$ cat src/rtl/ldst_controller_if.sv
// Bundle of the lw/sw sequencer's request, register-file, ALU and data-memory signals.
// The master side is the controller; the slave side is everything it talks to.
interface ldst_controller_if;
    logic        start;
    logic [31:0] instruction;
    logic        busy;
    logic        done;
    logic        error;

    logic [4:0]  rf_read_reg1;
    logic [4:0]  rf_read_reg2;
    logic [31:0] rf_read_data1;
    logic [31:0] rf_read_data2;
    logic [4:0]  rf_write_reg;
    logic [31:0] rf_write_data;
    logic        rf_reg_write;

    logic [31:0] alu_a;
    logic [31:0] alu_b;
    logic [2:0]  alu_control;
    logic [31:0] alu_result;

    logic [31:0] mem_address;
    logic [31:0] mem_write_data;
    logic        mem_read;
    logic        mem_write;
    logic        mem_ready;
    logic [31:0] mem_read_data;

    modport master (
        input  start, instruction, rf_read_data1, rf_read_data2, alu_result,
               mem_ready, mem_read_data,
        output busy, done, error, rf_read_reg1, rf_read_reg2, rf_write_reg,
               rf_write_data, rf_reg_write, alu_a, alu_b, alu_control,
               mem_address, mem_write_data, mem_read, mem_write
    );

    modport slave (
        output start, instruction, rf_read_data1, rf_read_data2, alu_result,
               mem_ready, mem_read_data,
        input  busy, done, error, rf_read_reg1, rf_read_reg2, rf_write_reg,
               rf_write_data, rf_reg_write, alu_a, alu_b, alu_control,
               mem_address, mem_write_data, mem_read, mem_write
    );
endinterface

$ cat src/rtl/ldst_controller.sv
// Multi-cycle lw/sw sequencer: decode, address add on the shared ALU, handshaked
// memory access with timeout, and register writeback for loads.
module ldst_controller #(
    parameter int unsigned MEM_TIMEOUT = 15
) (
    input  logic               clk,
    input  logic               reset,
    ldst_controller_if.master  bus
);
    localparam logic [5:0] OP_LW = 6'h23;
    localparam logic [5:0] OP_SW = 6'h2B;
    localparam int unsigned CW = (MEM_TIMEOUT < 2) ? 1 : $clog2(MEM_TIMEOUT);
    localparam logic [CW-1:0] WAIT_LAST = CW'(MEM_TIMEOUT - 1);

    typedef enum logic [2:0] {
        S_IDLE, S_DECODE, S_ADDR, S_MEM, S_WB, S_DONE
    } state_t;

    state_t        state_q;
    logic [31:0]   instr_q;
    logic [31:0]   base_q;
    logic [31:0]   store_q;
    logic [31:0]   addr_q;
    logic [31:0]   load_q;
    logic [CW-1:0] wait_q;
    logic          err_q;
    logic          busy_q;
    logic          done_q;
    logic          error_q;
    logic          mem_read_q;
    logic          mem_write_q;
    logic          rf_reg_write_q;
    logic [2:0]    alu_control_q;

    logic is_lw;
    logic legal_op;
    assign is_lw    = (instr_q[31:26] == OP_LW);
    assign legal_op = is_lw || (instr_q[31:26] == OP_SW);

    // Data outputs are straight from holding registers; only the strobes are gated by state.
    assign bus.rf_read_reg1   = instr_q[25:21];
    assign bus.rf_read_reg2   = instr_q[20:16];
    assign bus.rf_write_reg   = instr_q[20:16];
    assign bus.rf_write_data  = load_q;
    assign bus.alu_a          = base_q;
    assign bus.alu_b          = {{16{instr_q[15]}}, instr_q[15:0]};
    assign bus.alu_control    = alu_control_q;
    assign bus.mem_address    = addr_q;
    assign bus.mem_write_data = store_q;
    assign bus.mem_read       = mem_read_q;
    assign bus.mem_write      = mem_write_q;
    assign bus.rf_reg_write   = rf_reg_write_q;
    assign bus.busy           = busy_q;
    assign bus.done           = done_q;
    assign bus.error          = error_q;

    always_ff @(posedge clk or negedge reset) begin
        if (!reset) begin
            state_q        <= S_IDLE;
            instr_q        <= '0;
            base_q         <= '0;
            store_q        <= '0;
            addr_q         <= '0;
            load_q         <= '0;
            wait_q         <= '0;
            err_q          <= 1'b0;
            busy_q         <= 1'b0;
            done_q         <= 1'b0;
            error_q        <= 1'b0;
            mem_read_q     <= 1'b0;
            mem_write_q    <= 1'b0;
            rf_reg_write_q <= 1'b0;
            alu_control_q  <= 3'b000;
        end else begin
            case (state_q)
                S_IDLE: begin
                    if (bus.start) begin
                        instr_q <= bus.instruction;
                        busy_q  <= 1'b1;
                        state_q <= S_DECODE;
                    end
                end

                S_DECODE: begin
                    if (legal_op) begin
                        base_q        <= bus.rf_read_data1;
                        store_q       <= bus.rf_read_data2;
                        alu_control_q <= 3'b010;
                        state_q       <= S_ADDR;
                    end else begin
                        err_q   <= 1'b1;
                        done_q  <= 1'b1;
                        error_q <= 1'b1;
                        state_q <= S_DONE;
                    end
                end

                S_ADDR: begin
                    addr_q        <= bus.alu_result;
                    alu_control_q <= 3'b000;
                    wait_q        <= '0;
                    if (bus.alu_result[1:0] != 2'b00) begin
                        err_q   <= 1'b1;
                        done_q  <= 1'b1;
                        error_q <= 1'b1;
                        state_q <= S_DONE;
                    end else begin
                        mem_read_q  <= is_lw;
                        mem_write_q <= !is_lw;
                        state_q     <= S_MEM;
                    end
                end

                S_MEM: begin
                    // A ready on the final permitted cycle still completes the access.
                    if (bus.mem_ready) begin
                        mem_read_q  <= 1'b0;
                        mem_write_q <= 1'b0;
                        if (is_lw) begin
                            load_q         <= bus.mem_read_data;
                            rf_reg_write_q <= (instr_q[20:16] != 5'd0);
                            state_q        <= S_WB;
                        end else begin
                            done_q  <= 1'b1;
                            error_q <= err_q;
                            state_q <= S_DONE;
                        end
                    end else if (wait_q == WAIT_LAST) begin
                        mem_read_q  <= 1'b0;
                        mem_write_q <= 1'b0;
                        err_q       <= 1'b1;
                        done_q      <= 1'b1;
                        error_q     <= 1'b1;
                        state_q     <= S_DONE;
                    end else begin
                        wait_q <= wait_q + 1'b1;
                    end
                end

                S_WB: begin
                    rf_reg_write_q <= 1'b0;
                    done_q         <= 1'b1;
                    error_q        <= err_q;
                    state_q        <= S_DONE;
                end

                S_DONE: begin
                    done_q  <= 1'b0;
                    error_q <= 1'b0;
                    err_q   <= 1'b0;
                    busy_q  <= 1'b0;
                    state_q <= S_IDLE;
                end

                default: begin
                    state_q <= S_IDLE;
                end
            endcase
        end
    end
endmodule

$ cat src/flat_wrapper.sv
// flat-port wrapper written by rule: the top's interface ports become plain ports
module ldst_controller_flat 
#(
    parameter int unsigned MEM_TIMEOUT = 15
)
  (clk, reset, bus_start, bus_instruction, bus_rf_read_data1, bus_rf_read_data2, bus_alu_result, bus_mem_ready, bus_mem_read_data, bus_busy, bus_done, bus_error, bus_rf_read_reg1, bus_rf_read_reg2, bus_rf_write_reg, bus_rf_write_data, bus_rf_reg_write, bus_alu_a, bus_alu_b, bus_alu_control, bus_mem_address, bus_mem_write_data, bus_mem_read, bus_mem_write);
  ldst_controller_if bus_i ();
  input  logic clk;
  input  logic reset;
  input wire logic [$bits(bus_i.start)-1:0] bus_start;
  input wire logic [$bits(bus_i.instruction)-1:0] bus_instruction;
  input wire logic [$bits(bus_i.rf_read_data1)-1:0] bus_rf_read_data1;
  input wire logic [$bits(bus_i.rf_read_data2)-1:0] bus_rf_read_data2;
  input wire logic [$bits(bus_i.alu_result)-1:0] bus_alu_result;
  input wire logic [$bits(bus_i.mem_ready)-1:0] bus_mem_ready;
  input wire logic [$bits(bus_i.mem_read_data)-1:0] bus_mem_read_data;
  output wire logic [$bits(bus_i.busy)-1:0] bus_busy;
  output wire logic [$bits(bus_i.done)-1:0] bus_done;
  output wire logic [$bits(bus_i.error)-1:0] bus_error;
  output wire logic [$bits(bus_i.rf_read_reg1)-1:0] bus_rf_read_reg1;
  output wire logic [$bits(bus_i.rf_read_reg2)-1:0] bus_rf_read_reg2;
  output wire logic [$bits(bus_i.rf_write_reg)-1:0] bus_rf_write_reg;
  output wire logic [$bits(bus_i.rf_write_data)-1:0] bus_rf_write_data;
  output wire logic [$bits(bus_i.rf_reg_write)-1:0] bus_rf_reg_write;
  output wire logic [$bits(bus_i.alu_a)-1:0] bus_alu_a;
  output wire logic [$bits(bus_i.alu_b)-1:0] bus_alu_b;
  output wire logic [$bits(bus_i.alu_control)-1:0] bus_alu_control;
  output wire logic [$bits(bus_i.mem_address)-1:0] bus_mem_address;
  output wire logic [$bits(bus_i.mem_write_data)-1:0] bus_mem_write_data;
  output wire logic [$bits(bus_i.mem_read)-1:0] bus_mem_read;
  output wire logic [$bits(bus_i.mem_write)-1:0] bus_mem_write;
  assign bus_i.start = bus_start;
  assign bus_i.instruction = bus_instruction;
  assign bus_i.rf_read_data1 = bus_rf_read_data1;
  assign bus_i.rf_read_data2 = bus_rf_read_data2;
  assign bus_i.alu_result = bus_alu_result;
  assign bus_i.mem_ready = bus_mem_ready;
  assign bus_i.mem_read_data = bus_mem_read_data;
  assign bus_busy = bus_i.busy;
  assign bus_done = bus_i.done;
  assign bus_error = bus_i.error;
  assign bus_rf_read_reg1 = bus_i.rf_read_reg1;
  assign bus_rf_read_reg2 = bus_i.rf_read_reg2;
  assign bus_rf_write_reg = bus_i.rf_write_reg;
  assign bus_rf_write_data = bus_i.rf_write_data;
  assign bus_rf_reg_write = bus_i.rf_reg_write;
  assign bus_alu_a = bus_i.alu_a;
  assign bus_alu_b = bus_i.alu_b;
  assign bus_alu_control = bus_i.alu_control;
  assign bus_mem_address = bus_i.mem_address;
  assign bus_mem_write_data = bus_i.mem_write_data;
  assign bus_mem_read = bus_i.mem_read;
  assign bus_mem_write = bus_i.mem_write;
  ldst_controller #(.MEM_TIMEOUT(MEM_TIMEOUT)) u_core (.clk(clk), .reset(reset), .bus(bus_i));
endmodule
$ cat config.mk
export PLATFORM = sky130hd
export DESIGN_NAME = ldst_controller_flat
export DESIGN_NICKNAME = d
export VERILOG_FILES = /design/src/rtl/ldst_controller_if.sv /design/src/rtl/ldst_controller.sv /design/src/flat_wrapper.sv
export SDC_FILE = /design/constraint.sdc
export NUM_CORES = 1
export LEC_CHECK = 0
export CAP_MARGIN = 20
export CORE_MARGIN = 5
export CORE_UTILIZATION = 41
export CTS_BUF_LIST = sky130_fd_sc_hd__clkbuf_4 sky130_fd_sc_hd__clkbuf_8 sky130_fd_sc_hd__clkbuf_16
export DETAILED_ROUTE_END_ITERATION = 7
export GPL_ROUTABILITY_DRIVEN = 0
export PLACE_DENSITY = 0.8
export SYNTH_ARGS = -nofsm -noshare
export SYNTH_HDL_FRONTEND = slang
export SYNTH_SLANG_ARGS = --single-unit
$ cat constraint.sdc
create_clock -name clk -period 2.4 [get_ports clk]
set_clock_uncertainty 0.15 [all_clocks]
set_input_delay 0.24 -clock clk [delete_from_list [all_inputs] [get_ports clk]]
set_output_delay 0.24 -clock clk [all_outputs]
set_load 0.05 [all_outputs]
==> metrics, run 1 <==
most frequent cell after synthesis=dfrtp_1; total power=15.34 mW; largest net degree at the start of global routing=63; CP startpoint kind=flop; Worst-path clk slew=0.07 ns; static leakage=5.196 nW; first-pass GRT wire length=29.28 mm; Top Ports=348; final hold slack=0.1948 ns; #FFs+latches synth=175; Worst Tran Pin Value=0.6129 ns; Arrival @ worst endpoint=1.94 ns; final hold viol count=0; final setup vio count=0; FF-to-FF path depth=7; routed len/inst=18.46 um; Die X=144.3 um; Post-Place Worst Slack=-0.003738 ns; first drt pass iteration count=4; via count=5053; Hold WC Path Type=input port to asynchronous set/reset pin; FMAX=0.4294 GHz; Synth Instances=500; r2r endpoint=u_core.bus.error$_DFFE_PN0P_; gr usage total=0.1813; slowest cell on the critical path=clkdlybuf4s50_1; Unique masters post-synth=42; Row Count=49; Clk Latency, worst-skew pair=0.42 ns; Die H=144.3 um; H-Tree Depth=4; Final nets=975; Die Footprint=20810 sq um; drt initial violations=183; Placed Area=10800 sq um; final setup margin=0.07106 ns; initial antenna violation count=1; Data required, critical path=2.01 ns; Worst Path Max Fanout=18; post-CTS setup buffer count=0; CTS buffer count=17; total global routing overflow=0; status=finished, final reports clean; area leader, netlist=dfrtp_1; post-route cell area=11450 sq um; predominant post-synthesis flop cell=dfrtp_1; Slew HR=0.5901; vias per inst=4.808; Layout area overhead=54.88%; sequential-to-total area share from yosys stat=0.5925; Peak supply drop=1033 uV; TritonCTS clock tree=done; worst r2r src=u_core.wait_q[0]$_DFFE_PN0P_; PortBufs=345; vias in the first global route=5552; YS warnings=0; synthesized area=7391 sq um; fraction of registers with async set/reset=1.000; CTS Sinks=175; Post-synth EDFFs=0; Final period util=0.9704; Crit. End Element=primary output; worst stage delay on the critical path=0.91 ns; initial core utilization=0.4143; Slew Limit Fails=0; fraction of layout cells with a size suffix above 1=0.2607; Filler cells=1280; Max Cap Viol=0; core area=17840 sq um; DRT antenna net count=0; post-DP HPWL=14.89 mm; Avg Synthesized Cell Area=14.78 sq um; Yosys top cell area share=0.5925; Crit Path Category=flop to primary output; fin crit period=2.329 ns; cell family with most CP delay=buffers and inverters; aggregate routed wire length=19.40 mm; clk buf depth=2; Reg2Reg Setup Slack=0.13 ns; Power Density=1340 nW/um^2; CP bufs+invs=1; synth top area cells=dfrtp_1 59%, mux2_2 20%, mux2_4 5.7%; commonest cells in the netlist=175 x dfrtp_1, 132 x mux2_2, 51 x buf_4; CTS Root Cell=clkbuf_16; crit path cell chain=clkdlybuf4s50_1; Post-route DRC=0
-- where the power goes --
part / switching [mW] / internal (mW) / leakage, nW
sequential: 0.604 / 3.92 / 2.30
clock: 1.19 / 1.76 / 0.308
combinational: 5.00 / 2.87 / 2.59
-- metal layers --
layer	vias to the layer above	global-route usage	share of wire	wire length (um)
li1	2311	-	-	-
met4	0	0.07118	0.028	551
met2	241	0.3231	0.52	10000
met3	32	0.06680	0.10	1965
met1	2469	0.1957	0.35	6884
met5	-	0	0	0
-- repair_timing --
item | 4_1_cts | 5_1_grt
hold buffers | 1 | 0
endpoints found under the hold margin | 52 | 0
gates resized for setup | 0 | 4
endpoints found under the setup margin | 0 | 15
-- area by class of cell --
class                   instances  area [sq um]  share of cell area
inverters                       4         15.01            0.001312
well taps                     229         286.5             0.02503
repair buffers                362          3657              0.3195
diodes                          1         2.502           0.0002186
flip-flops and latches        175          4379              0.3826
clock buffers                  17         425.4             0.03716
clock inverters                14         203.9             0.01782
multi-input cells             249          2477              0.2164
-- how the worst max path moves through the flow --
| stage | startpoint | end | cells after the start |
|---|---|---|---|
| after floorplan | u_core.wait_q[0]$_DFFE_PN0P_ | u_core.bus.error$_DFFE_PN0P_ | 7 |
| after global routing | u_core.instr_q[15]$_DFFE_PN0P_ | bus_alu_b[16] | 1 |
| after CTS | u_core.instr_q[15]$_DFFE_PN0P_ | bus_alu_b[28] | 1 |
| after detailed placement | bus_mem_ready | u_core.bus.error$_DFFE_PN0P_ | 7 |
| after global placement | bus_mem_ready | u_core.bus.error$_DFFE_PN0P_ | 7 |
| final | u_core.instr_q[15]$_DFFE_PN0P_ | bus_alu_b[16] | 1 |
-- cells by family after synthesis --
| logic type | after synthesis | synth area share |
|---|---|---|
| compound gates | 30 | 0.02573 |
| xor+xnor | 2 | 0.002371 |
| fa+ha+maj | 2 | 0.003385 |
| buf+inv | 77 | 0.07584 |
| flops | 175 | 0.5925 |
| mux | 161 | 0.2595 |
| other cells | 1 | 0.0005074 |
| simple gates | 52 | 0.04012 |
-- layout by cell type (no fill, tap or decap), types with 3 or more instances in the layout --
cell / Yosys / layout
bufinv_16: 0 / 4
mux2_4: 28 / 28
nor2_1: 12 / 12
dlymetal6s2s_1: 0 / 4
clkbuf_16: 0 / 17
inv_1: 4 / 4
dfrtp_1: 175 / 175
nand2b_1: 3 / 3
inv_6: 0 / 3
clkdlybuf4s50_1: 0 / 340
o21ai_0: 11 / 11
and3_1: 3 / 3
mux2_2: 132 / 132
nand2_1: 15 / 15
nor2b_1: 4 / 4
a21oi_1: 6 / 6
buf_12: 0 / 5
buf_4: 51 / 11
a31oi_1: 3 / 3
-- flip-flops by register name, summed over array words and instances (netlist names) --
signal	flops
u_core.bus.alu_a	32
u_core.bus.alu_control	1
u_core.bus.busy	1
u_core.bus.done	1
u_core.bus.error	1
u_core.bus.mem_address	32
u_core.bus.mem_read	1
u_core.bus.mem_write	1
u_core.bus.mem_write_data	32
u_core.bus.rf_reg_write	1
u_core.bus.rf_write_data	32
u_core.err_q	1
u_core.instr_q	32
u_core.state_q	3
u_core.wait_q	4
-- metrics by stage --
stage | std cells | setup TNS (ns) | utilization
floorplan | 501 | 0 | -
global placement | 1018 | 0 | 0.6051
detailed placement | 1018 | -0.003738 | 0.6051
CTS | 1050 | 0 | 0.6409
global route | 1051 | -0.3908 | 0.6416
finish | 1051 | 0 | 0.6416
Power figures use the tool's default switching activity.
==> inputs of run 2 (changes only) <==
--- a/config.mk
+++ b/config.mk
@@ -5,12 +5,12 @@
 export SDC_FILE = /design/constraint.sdc
 export NUM_CORES = 1
 export LEC_CHECK = 0
+export ABC_CLOCK_PERIOD_IN_PS = 2400
 export CAP_MARGIN = 20
 export CORE_MARGIN = 5
 export CORE_UTILIZATION = 41
 export CTS_BUF_LIST = sky130_fd_sc_hd__clkbuf_4 sky130_fd_sc_hd__clkbuf_8 sky130_fd_sc_hd__clkbuf_16
 export DETAILED_ROUTE_END_ITERATION = 7
-export GPL_ROUTABILITY_DRIVEN = 0
 export PLACE_DENSITY = 0.8
 export SYNTH_ARGS = -nofsm -noshare
 export SYNTH_HDL_FRONTEND = slang
==> results of run 2 <==
Final layout, timing and power as in run 1 (identical DEF).
==> inputs of run 3 (changes only) <==
--- a/config.mk
+++ b/config.mk
@@ -7,11 +7,13 @@
 export LEC_CHECK = 0
 export ABC_CLOCK_PERIOD_IN_PS = 2400
 export CAP_MARGIN = 20
+export CELL_PAD_IN_SITES_DETAIL_PLACEMENT = 0
+export CELL_PAD_IN_SITES_GLOBAL_PLACEMENT = 1
 export CORE_MARGIN = 5
-export CORE_UTILIZATION = 41
+export CORE_UTILIZATION = 32
 export CTS_BUF_LIST = sky130_fd_sc_hd__clkbuf_4 sky130_fd_sc_hd__clkbuf_8 sky130_fd_sc_hd__clkbuf_16
 export DETAILED_ROUTE_END_ITERATION = 7
-export PLACE_DENSITY = 0.8
+export PLACE_DENSITY_LB_ADDON = 0.1
 export SYNTH_ARGS = -nofsm -noshare
 export SYNTH_HDL_FRONTEND = slang
 export SYNTH_SLANG_ARGS = --single-unit
==> run 3 against run 2 <==
- sequential power is essentially flat
- register-to-register slack gained 0.03 ns
- final area down 0.14%
- cell count is 5.7% higher
- die area up 26%
- global-route usage down 2.3 points
- worst setup slack gained 0.087 ns
- critical path type is now flop to flop
- highest routed layer unchanged
==> metrics, run 3 (synthesis gave the netlist of run 1 again) <==
initial antenna violation count=2 (+1); Top Ports=348 (unchanged); r2r endpoint=u_core.bus.error$_DFFE_PN0P_; core area=22710 sq um (+27%); Setup TNS=0 ns (unchanged); TritonCTS clock tree=done; unrepaired setup endpoints after global routing=false; Worst-path clk slew=0.07 ns (about the same); final hold viol count=0 (unchanged); largest net degree at the start of global routing=66 (+4.8%); worst r2r src=u_core.wait_q[0]$_DFFE_PN0P_; Final period util=0.9343 (-0.03610); Row Count=55 (+12%); Die Footprint=26240 sq um (+26%); FMAX=0.4460 GHz (+3.9%); static leakage=5.158 nW (-0.73%); Power Density=1309 nW/um^2 (-2.3%); final hold slack=0.1824 ns (-0.01240 ns); status=finished, final reports clean; final core utilization=0.5034 (-0.1383); first-pass GRT wire length=32.26 mm (+10%); CP startpoint kind=flop; Post-route DRC=0 (unchanged); Data required, critical path=2.55 ns (+0.54 ns); GP Congestion=0.7720; initial core utilization=0.3255 (-0.08881); routed len/inst=18.77 um (+1.7%); Die H=162.0 um (+12%); final setup vio count=0 (unchanged); Peak supply drop=624.9 uV (-40%); CTS Sinks=175 (unchanged); vias per inst=4.530 (-5.8%); gr usage total=0.1585 (-0.02276); total power=14.96 mW (-2.5%); CTS Root Cell=clkbuf_16; Max Cap Viol=0 (unchanged); CTS buffer count=17 (unchanged); FF-to-FF path depth=7 (unchanged); DRT antenna net count=0 (unchanged); drt initial violations=130 (-29%); Slew HR=0.6085 (+0.01839); Worst Path Max Fanout=5 (-13); post-DP HPWL=16.12 mm (+8.2%); fraction of layout cells with a size suffix above 1=0.2633 (+0.002692); total global routing overflow=0 (unchanged); Hold WC Path Type=input port to asynchronous set/reset pin; most frequent cells in the layout=327 x clkdlybuf4s50_1, 175 x dfrtp_1, 132 x mux2_2, 28 x mux2_4; via count=5033 (-0.40%); Filler cells=2004 (+57%); Slew Limit Fails=0 (unchanged); clk buf depth=2 (unchanged); Reg2Reg Setup Slack=0.16 ns (+0.03 ns); vias in the first global route=5635 (+1.5%); Crit. End Element=flop; Arrival @ worst endpoint=2.39 ns (+0.45 ns); Final nets=977 (+0.21%); aggregate routed wire length=20.85 mm (+7.5%); Die X=162.0 um (+12%); PortBufs=345 (unchanged); Worst Tran Pin Value=0.5872 ns (-0.02566 ns); Clk Latency, worst-skew pair=0.42 ns (about the same); Crit Path Category=flop to flop; commonest non-fill, non-tap cell in the layout=clkdlybuf4s50_1; H-Tree Depth=4 (unchanged); fin crit period=2.242 ns (-0.08664 ns); first drt pass iteration count=4 (unchanged); Layout area overhead=54.66%
==> run 3: changes by cell type in the layout (fill, tap and decap cells not counted), moves of 2 or more <==
cell and delta:
dlygate4sd2_1 +17, clkdlybuf4s50_1 -13, bufinv_16 -4, dlymetal6s2s_1 -4, buf_4 +3, inv_6 +2
==> run 3: cell type report <==
class	instances	area [sq um]	area share
flip-flops and latches	175	4379	0.3831
repair buffers	364	3628	0.3174
multi-input cells	249	2477	0.2167
clock buffers	19	446.7	0.03908
well taps	285	356.6	0.03120
clock inverters	13	122.6	0.01073
inverters	4	15.01	0.001313
diodes	2	5.005	0.0004378
==> run 3: layer usage <==
| layer | track usage | vias up | part of all wire |
|---|---|---|---|
| met2 | 0.2850 | 197 | 0.53 |
| met3 | 0.05988 | 28 | 0.081 |
| met5 | 0 | - | 0 |
| met4 | 0.05921 | 0 | 0.026 |
| li1 | - | 2312 | - |
| met1 | 0.1693 | 2496 | 0.36 |
==> run 3: metrics by stage <==
step | std cells | cell area [sq um] | setup slack (ns)
floorplan | 501 | 7395 | 0.3026
global placement | 1076 | 10870 | -0.02792
detailed placement | 1076 | 10870 | -0.05862
CTS | 1109 | 11430 | 0.1544
global route | 1111 | 11430 | 0.04064
finish | 1111 | 11430 | 0.1577
==> run 3: worst max path at each step <==
stage | startpoint | end | slack [ns] | depth (start not counted)
final | u_core.wait_q[0]$_DFFE_PN0P_ | u_core.bus.error$_DFFE_PN0P_ | 0.16 | 7
after global routing | u_core.wait_q[0]$_DFFE_PN0P_ | u_core.bus.error$_DFFE_PN0P_ | 0.04 | 7
after CTS | u_core.wait_q[0]$_DFFE_PN0P_ | u_core.bus.error$_DFFE_PN0P_ | 0.15 | 7
after detailed placement | bus_mem_ready | u_core.bus.rf_write_data[15]$_DFFE_PN0P_ | -0.06 | 5
after global placement | bus_mem_ready | u_core.bus.rf_write_data[6]$_DFFE_PN0P_ | -0.03 | 5
after floorplan | u_core.wait_q[0]$_DFFE_PN0P_ | u_core.bus.error$_DFFE_PN0P_ | 0.30 | 7
==> run 3: critical path, cell delays in order, from the launching register on <==
cell	delay [ns]
dfrtp_1	0.41
inv_1	0.08
ha_1	0.23
a31o_2	0.26
and3_1	0.17
a2111o_1	0.41
nand2_1	0.08
mux2_1	0.33
==> run 3: power breakdown <==
| group | switching [mW] | internal (mW) |
|---|---|---|
| sequential | 0.576 | 3.91 |
| clock | 1.27 | 1.41 |
| combinational | 5.01 | 2.77 |
==> run 3: what timing repair did <==
item	4_1_cts	5_1_grt
hold endpoints to repair	48	0
resized for setup	17	0
hold buffers	1	0
endpoints found under the setup margin	17	0
buffers inserted	0	0
